[src/rtl/traffic_ctrl_multi_if.sv]
// Lamp/display bundle between the tick source, the controller and the LED drivers.
// The master side supplies tick/req/night; the slave (the controller) drives the lamps.
interface traffic_ctrl_multi_if #(
  parameter int N_DIR = 2,
  parameter int CNT_W = 6
);
  logic             tick;
  logic [N_DIR-1:0] req;
  logic             night;
  logic [N_DIR-1:0] red;
  logic [N_DIR-1:0] yellow;
  logic [N_DIR-1:0] green;
  logic [1:0]       active_dir;
  logic [CNT_W-1:0] countdown;
  logic             blank;

  modport master (
    output tick, req, night,
    input  red, yellow, green, active_dir, countdown, blank
  );

  modport slave (
    input  tick, req, night,
    output red, yellow, green, active_dir, countdown, blank
  );
endinterface

[src/rtl/traffic_ctrl_multi.sv]
// Multi-approach traffic-light sequencer: round-robin green with demand skipping,
// all-red clearance between approaches and a flashing-yellow night mode.
module traffic_ctrl_multi #(
  parameter int N_DIR    = 2,
  parameter int GREEN_S  = 20,
  parameter int YELLOW_S = 3,
  parameter int ALLRED_S = 2,
  parameter int CNT_W    = 6
) (
  input  logic                 clk,
  input  logic                 rst,
  traffic_ctrl_multi_if.slave  bus
);
  typedef enum logic [1:0] {ALLRED, GREEN, YELLOW, FLASH} state_t;

  state_t           state_reg, state_next;
  logic [CNT_W-1:0] cnt_reg, cnt_next;
  logic [1:0]       dir_reg, dir_next, sel_dir;
  logic             phase_reg, phase_next;
  logic [N_DIR-1:0] pending_reg, pending_next, pend_eff, green_now, clr_mask;
  logic [N_DIR-1:0] red_reg, yellow_reg, green_reg;
  logic [N_DIR-1:0] red_next, yellow_next, green_next;
  logic             blank_reg, blank_next;

  function automatic logic [N_DIR-1:0] onehot(input logic [1:0] d);
    return N_DIR'(1) << d;
  endfunction

  function automatic logic [1:0] wrap_inc(input logic [1:0] d, input int k);
    int s;
    s = (int'(d) + k) % N_DIR;
    return 2'(s);
  endfunction

  // A req on the transition edge still competes for the next green.
  assign pend_eff = pending_reg | bus.req;

  // Scan from the highest offset down so the nearest requesting direction wins;
  // offset N_DIR is the current direction itself, hence considered last.
  always_comb begin
    sel_dir = wrap_inc(dir_reg, 1);
    for (int k = N_DIR; k >= 1; k--) begin
      if (|(pend_eff & onehot(wrap_inc(dir_reg, k))))
        sel_dir = wrap_inc(dir_reg, k);
    end
  end

  always_comb begin
    state_next = state_reg;
    cnt_next   = cnt_reg;
    dir_next   = dir_reg;
    phase_next = phase_reg;
    if (bus.tick) begin
      case (state_reg)
        ALLRED: begin
          if (cnt_reg == CNT_W'(1)) begin
            if (bus.night) begin
              state_next = FLASH;
              cnt_next   = '0;
              phase_next = 1'b0;
            end else begin
              state_next = GREEN;
              cnt_next   = CNT_W'(GREEN_S);
              dir_next   = sel_dir;
            end
          end else begin
            cnt_next = cnt_reg - CNT_W'(1);
          end
        end
        GREEN: begin
          if (cnt_reg == CNT_W'(1)) begin
            state_next = YELLOW;
            cnt_next   = CNT_W'(YELLOW_S);
          end else begin
            cnt_next = cnt_reg - CNT_W'(1);
          end
        end
        YELLOW: begin
          if (cnt_reg == CNT_W'(1)) begin
            state_next = ALLRED;
            cnt_next   = CNT_W'(ALLRED_S);
          end else begin
            cnt_next = cnt_reg - CNT_W'(1);
          end
        end
        FLASH: begin
          if (!bus.night) begin
            state_next = ALLRED;
            cnt_next   = CNT_W'(ALLRED_S);
            phase_next = 1'b0;
          end else begin
            phase_next = ~phase_reg;
          end
        end
        default: state_next = ALLRED;
      endcase
    end
  end

  // Lamps are decoded from the next state so they change on the same edge as the state.
  always_comb begin
    red_next    = '0;
    yellow_next = '0;
    green_next  = '0;
    blank_next  = 1'b0;
    case (state_next)
      ALLRED: red_next = '1;
      GREEN: begin
        green_next = onehot(dir_next);
        red_next   = ~onehot(dir_next);
      end
      YELLOW: begin
        yellow_next = onehot(dir_next);
        red_next    = ~onehot(dir_next);
      end
      FLASH: begin
        yellow_next = {N_DIR{phase_next}};
        blank_next  = 1'b1;
      end
      default: red_next = '1;
    endcase
  end

  assign green_now = (state_reg == GREEN) ? onehot(dir_reg) : '0;
  assign clr_mask  = (state_next == GREEN && state_reg != GREEN) ? onehot(dir_next) : '0;

  generate
    for (genvar gi = 0; gi < N_DIR; gi++) begin : g_pending
      assign pending_next[gi] = ~clr_mask[gi] &
                                (pending_reg[gi] | (bus.req[gi] & ~green_now[gi]));
    end
  endgenerate

  always_ff @(posedge clk) begin
    if (rst) begin
      state_reg   <= ALLRED;
      cnt_reg     <= CNT_W'(ALLRED_S);
      dir_reg     <= 2'(N_DIR - 1);
      phase_reg   <= 1'b0;
      pending_reg <= '0;
      red_reg     <= '1;
      yellow_reg  <= '0;
      green_reg   <= '0;
      blank_reg   <= 1'b0;
    end else begin
      state_reg   <= state_next;
      cnt_reg     <= cnt_next;
      dir_reg     <= dir_next;
      phase_reg   <= phase_next;
      pending_reg <= pending_next;
      red_reg     <= red_next;
      yellow_reg  <= yellow_next;
      green_reg   <= green_next;
      blank_reg   <= blank_next;
    end
  end

  assign bus.red        = red_reg;
  assign bus.yellow     = yellow_reg;
  assign bus.green      = green_reg;
  assign bus.active_dir = dir_reg;
  assign bus.countdown  = cnt_reg;
  assign bus.blank      = blank_reg;
endmodule

[src/flat_wrapper.sv]
// flat-port wrapper written by rule: the top's interface ports become plain ports
module traffic_ctrl_multi_flat 
#(
  parameter int N_DIR    = 2,
  parameter int GREEN_S  = 20,
  parameter int YELLOW_S = 3,
  parameter int ALLRED_S = 2,
  parameter int CNT_W    = 6
)
  (clk, rst, bus_tick, bus_req, bus_night, bus_red, bus_yellow, bus_green, bus_active_dir, bus_countdown, bus_blank);
  traffic_ctrl_multi_if #(.N_DIR(N_DIR), .CNT_W(CNT_W)) bus_i ();
  input  logic clk;
  input  logic rst;
  input wire logic [$bits(bus_i.tick)-1:0] bus_tick;
  input wire logic [$bits(bus_i.req)-1:0] bus_req;
  input wire logic [$bits(bus_i.night)-1:0] bus_night;
  output wire logic [$bits(bus_i.red)-1:0] bus_red;
  output wire logic [$bits(bus_i.yellow)-1:0] bus_yellow;
  output wire logic [$bits(bus_i.green)-1:0] bus_green;
  output wire logic [$bits(bus_i.active_dir)-1:0] bus_active_dir;
  output wire logic [$bits(bus_i.countdown)-1:0] bus_countdown;
  output wire logic [$bits(bus_i.blank)-1:0] bus_blank;
  assign bus_i.tick = bus_tick;
  assign bus_i.req = bus_req;
  assign bus_i.night = bus_night;
  assign bus_red = bus_i.red;
  assign bus_yellow = bus_i.yellow;
  assign bus_green = bus_i.green;
  assign bus_active_dir = bus_i.active_dir;
  assign bus_countdown = bus_i.countdown;
  assign bus_blank = bus_i.blank;
  traffic_ctrl_multi #(.N_DIR(N_DIR), .GREEN_S(GREEN_S), .YELLOW_S(YELLOW_S), .ALLRED_S(ALLRED_S), .CNT_W(CNT_W)) u_core (.clk(clk), .rst(rst), .bus(bus_i));
endmodule
[config.mk]
export PLATFORM = sky130hd
export DESIGN_NAME = traffic_ctrl_multi_flat
export DESIGN_NICKNAME = d
export VERILOG_FILES = /design/src/rtl/traffic_ctrl_multi_if.sv /design/src/rtl/traffic_ctrl_multi.sv /design/src/flat_wrapper.sv
export SDC_FILE = /design/constraint.sdc
export NUM_CORES = 1
export LEC_CHECK = 0
export CAP_MARGIN = 0
export CORE_MARGIN = 4
export CORE_UTILIZATION = 51
export CTS_BUF_LIST = sky130_fd_sc_hd__clkbuf_16
export DETAILED_ROUTE_END_ITERATION = 7
export GPL_TIMING_DRIVEN = 0
export MAX_ROUTING_LAYER = met4
export PLACE_DENSITY = 0.76
export REMOVE_ABC_BUFFERS = 1
export SYNTH_ARGS = -nofsm -noshare
export SYNTH_HDL_FRONTEND = slang
export SYNTH_SLANG_ARGS = --single-unit
[constraint.sdc]
create_clock -name clk -period 2.3 [get_ports clk]
set_input_delay 0.345 -clock clk [delete_from_list [all_inputs] [get_ports clk]]
set_output_delay 0.345 -clock clk [all_outputs]
set_load 0.02 [all_outputs]
==> implementation parameters <==
Parameter                              Value

Layout
  Flip-flop count of the largest register after layout    6
  Fraction of layout instances using a drive strength above 1    0.140
  Area added between synthesis and finish    31.9%
  Cell area after layout    1490 um2
  Most used cells in the layout excluding fill and tap cells    sky130_fd_sc_hd__clkdlybuf4s50_1, sky130_fd_sc_hd__dfxtp_1, sky130_fd_sc_hd__nor2_1, sky130_fd_sc_hd__nand2_1, sky130_fd_sc_hd__inv_1
  ANT cells    0
  Final nets    166

Power and ir drop
  Leakage power    just over 0.6 nW
  Power per standard cell area    748 nW/um2
  Worst IR drop on VDD    417 uV
  Total power draw    1.12 mW

Die
  Standard-cell rows    16
  Die Wd    between 50 and 60 um
  Area of the core    just over 2000 um2
  IO Pins    21
  Starting density of the core    0.554
  Vertical extent of the die    ~55 um
  Total die area    between 3000 and 4000 um2

STA
  Min Tclk post-route    between 2 and 2.5 ns
  Pins over their slew limit    0
  Rel. slew slack    0.618
  Final Skew    between 0.001 and 0.0015 ns
  Top achievable clock speed    ~0.46 GHz
  Setup total negative slack    0 ns
  Final number of hold-violating endpoints    0
  Share of the cycle needed by the critical path after routing    0.938
  Worst slew pin tran    0.571 ns
  RSZ-0062 raised after global routing    false
  Final number of setup-violating endpoints    0

Global routing
  Wire length of the first global-routing pass    around 4500 um
  Overall routing resource usage    0.211
  Largest net degree at the start of global routing    16
  Remaining global-route overflow    0
  Vias in the first global route    between 1k and 1.5k
  Number of antenna violations at the first check in global routing    0

Clock tree
  Skew-Pair Late Insertion Delay    0.25 ns
  Cell at the root of the clock tree    sky130_fd_sc_hd__clkbuf_16
  Clock tree from TritonCTS    yes
  Clock Pin Slew Worst Setup and Hold Paths    0.06 ns
  CTS buffer count    3
  H-Tree Depth    1
  Max clock buf depth    2
  Number of sinks on the clock net    20

Drt
  Violation count after the first detailed-route iteration    17
  Uppermost signal routing layer after detailed routing    met4
  Post-detailed-route wirelength per cell    14.6 um
  Wire length on met3    93 um
  Remaining routing DRC violations    0
  Routed length on met2    about 1400 um
  DR vias    between 1k and 1.5k
  Met1 wire length    between 1000 and 1500 um
  Detail Route Antenna Nets    0
  DR pass1 iterations    5
  Total detailed-routing wirelength    2590 um
  Via density    just under 6

Placed design
  Buffers on Ports    20
  Gpl congestion    a little over 0.8
  Instance area at placement    1360 um2
  Post-DP HPWL    ~1800 um

Synthesis
  Number of synthesis warnings    0
  Dominant register cell in the synthesized netlist    sky130_fd_sc_hd__dfxtp_1
  Netlist Area Pre-Place    1130 um2
  Leading area contributor after synthesis    sky130_fd_sc_hd__dfxtp_1
  Mean area per synthesized cell    approximately 8.9 um2
  EDFF count, synth    0
  Post-synthesis instance total    between 100 and 150
  FFs w/ async S/R, synth    0
  Largest cells by area after synthesis    sky130_fd_sc_hd__dfxtp_1, sky130_fd_sc_hd__ha_1, sky130_fd_sc_hd__nor2_1
  Netlist cell types    45
  Fraction of the yosys area taken by sequential cells    0.354
  Synth top area share    0.354
  Flip-flop and latch count after synthesis    20

Run status
  Outcome    finished clean

Worst setup path
  Required arrival time at the worst endpoint    about 2.4 ns
  Peak fanout along the critical path    7
  Worst path slowest cell    sky130_fd_sc_hd__or3_1
  Crit path launch type    flip-flop
  CP top delay family    compound AO/OA/AOI/OAI gates
  Buffers plus inverters on the worst setup path    1
  Path type of the worst setup path    reg -> reg
  Data arrival at the endpoint of the critical path    2.28 ns
  Delay of the slowest cell on the worst path    between 0.3 and 0.4 ns
  Ordered cell list for the critical path    ha_1 -> a21bo_2 -> or3_1 -> a32oi_4 -> inv_1 -> ha_1 -> nand2_1 -> o21ai_0
  Type of element capturing the critical path    flip-flop
  Cell with the most instances on the worst path    sky130_fd_sc_hd__ha_1

Min path
  Worst hold path type    reg -> reg

Job
  Max-Cap Viols    0
## Yosys cell counts, drive strengths merged, types with 3 or more instances
cell type	n
dfxtp	20
nor2	13
nand2	11
inv	10
ha	9
a21oi	8
o21ai	7
nand3b	5
nand2b	3
or2	3
or3	3
## final timing paths
| kind | slack, ns | cells after the start | from | endpoint |
|---|---|---|---|---|
| worst min register to register | 0.53 | 2 | u_core.pending_reg[1] | u_core.pending_reg[1] |
| worst max-delay path | 0.14 | 8 | u_core.state_reg[0] | u_core.bus.red[1] |
| worst max register to register | 0.14 | 8 | u_core.state_reg[0] | u_core.bus.red[1] |
| worst min-delay path | 0.53 | 2 | u_core.pending_reg[1] | u_core.pending_reg[1] |
## power breakdown
part	total (mW)	switching [mW]	internal, mW	leakage (nW)
registers	0.394	0.0239	0.370	0.164
clock network	0.484	0.138	0.345	0.0511
logic	0.238	0.130	0.108	0.395
total	1.12	0.292	0.823	0.610
## tightest hold or removal path, cell delays in order (launching register included)
cell and delay (ns):
sky130_fd_sc_hd__dfxtp_1 0.31, sky130_fd_sc_hd__a21oi_1 0.11, sky130_fd_sc_hd__a211oi_1 0.06
## kinds of logic after synthesis
| group | Yosys count | share of synthesized area |
|---|---|---|
| fa+ha+maj | 10 | 0.108 |
| xor+xnor | 3 | 0.0232 |
| buf+inv | 12 | 0.0398 |
| compound gates | 31 | 0.205 |
| simple gates | 49 | 0.251 |
| flops | 20 | 0.354 |
| mux | 2 | 0.0188 |
## cell type report
cell class                 count  area (um2)
sequential                    20         402
multi-input combinational     95         703
clock inverter                 1        30.0
fill                         167         551
inverter                      10        37.5
timing repair buffer          21         210
tap                           27        33.8
clock buffer                   3        75.1
## through the flow
step	setup WS (ns)	std cells	utilization	hold slack [ns]
after floorplan	0.190	125	-	0.410
after global placement	-0.312	172	0.665	0.507
after detailed placement	-0.340	172	0.665	0.525
after CTS	0.0641	177	0.725	0.533
after global routing	0.0290	177	0.730	0.565
final	0.142	177	0.730	0.529
## per-layer routing
metal  GRT usage  vias up
met5           -        -
met4      0.0891        0
met3      0.0429        4
met2       0.350       26
met1       0.247      498
li1            -      499
## repair_timing
item / CTS / global route
endpoints found under the setup margin: 2 / 3
resized for setup: 1 / 4
pin swaps: 1 / 0
setup buffers: 1 / 0
hold buffers: 0 / 0
(Power assumes the default switching activity.)
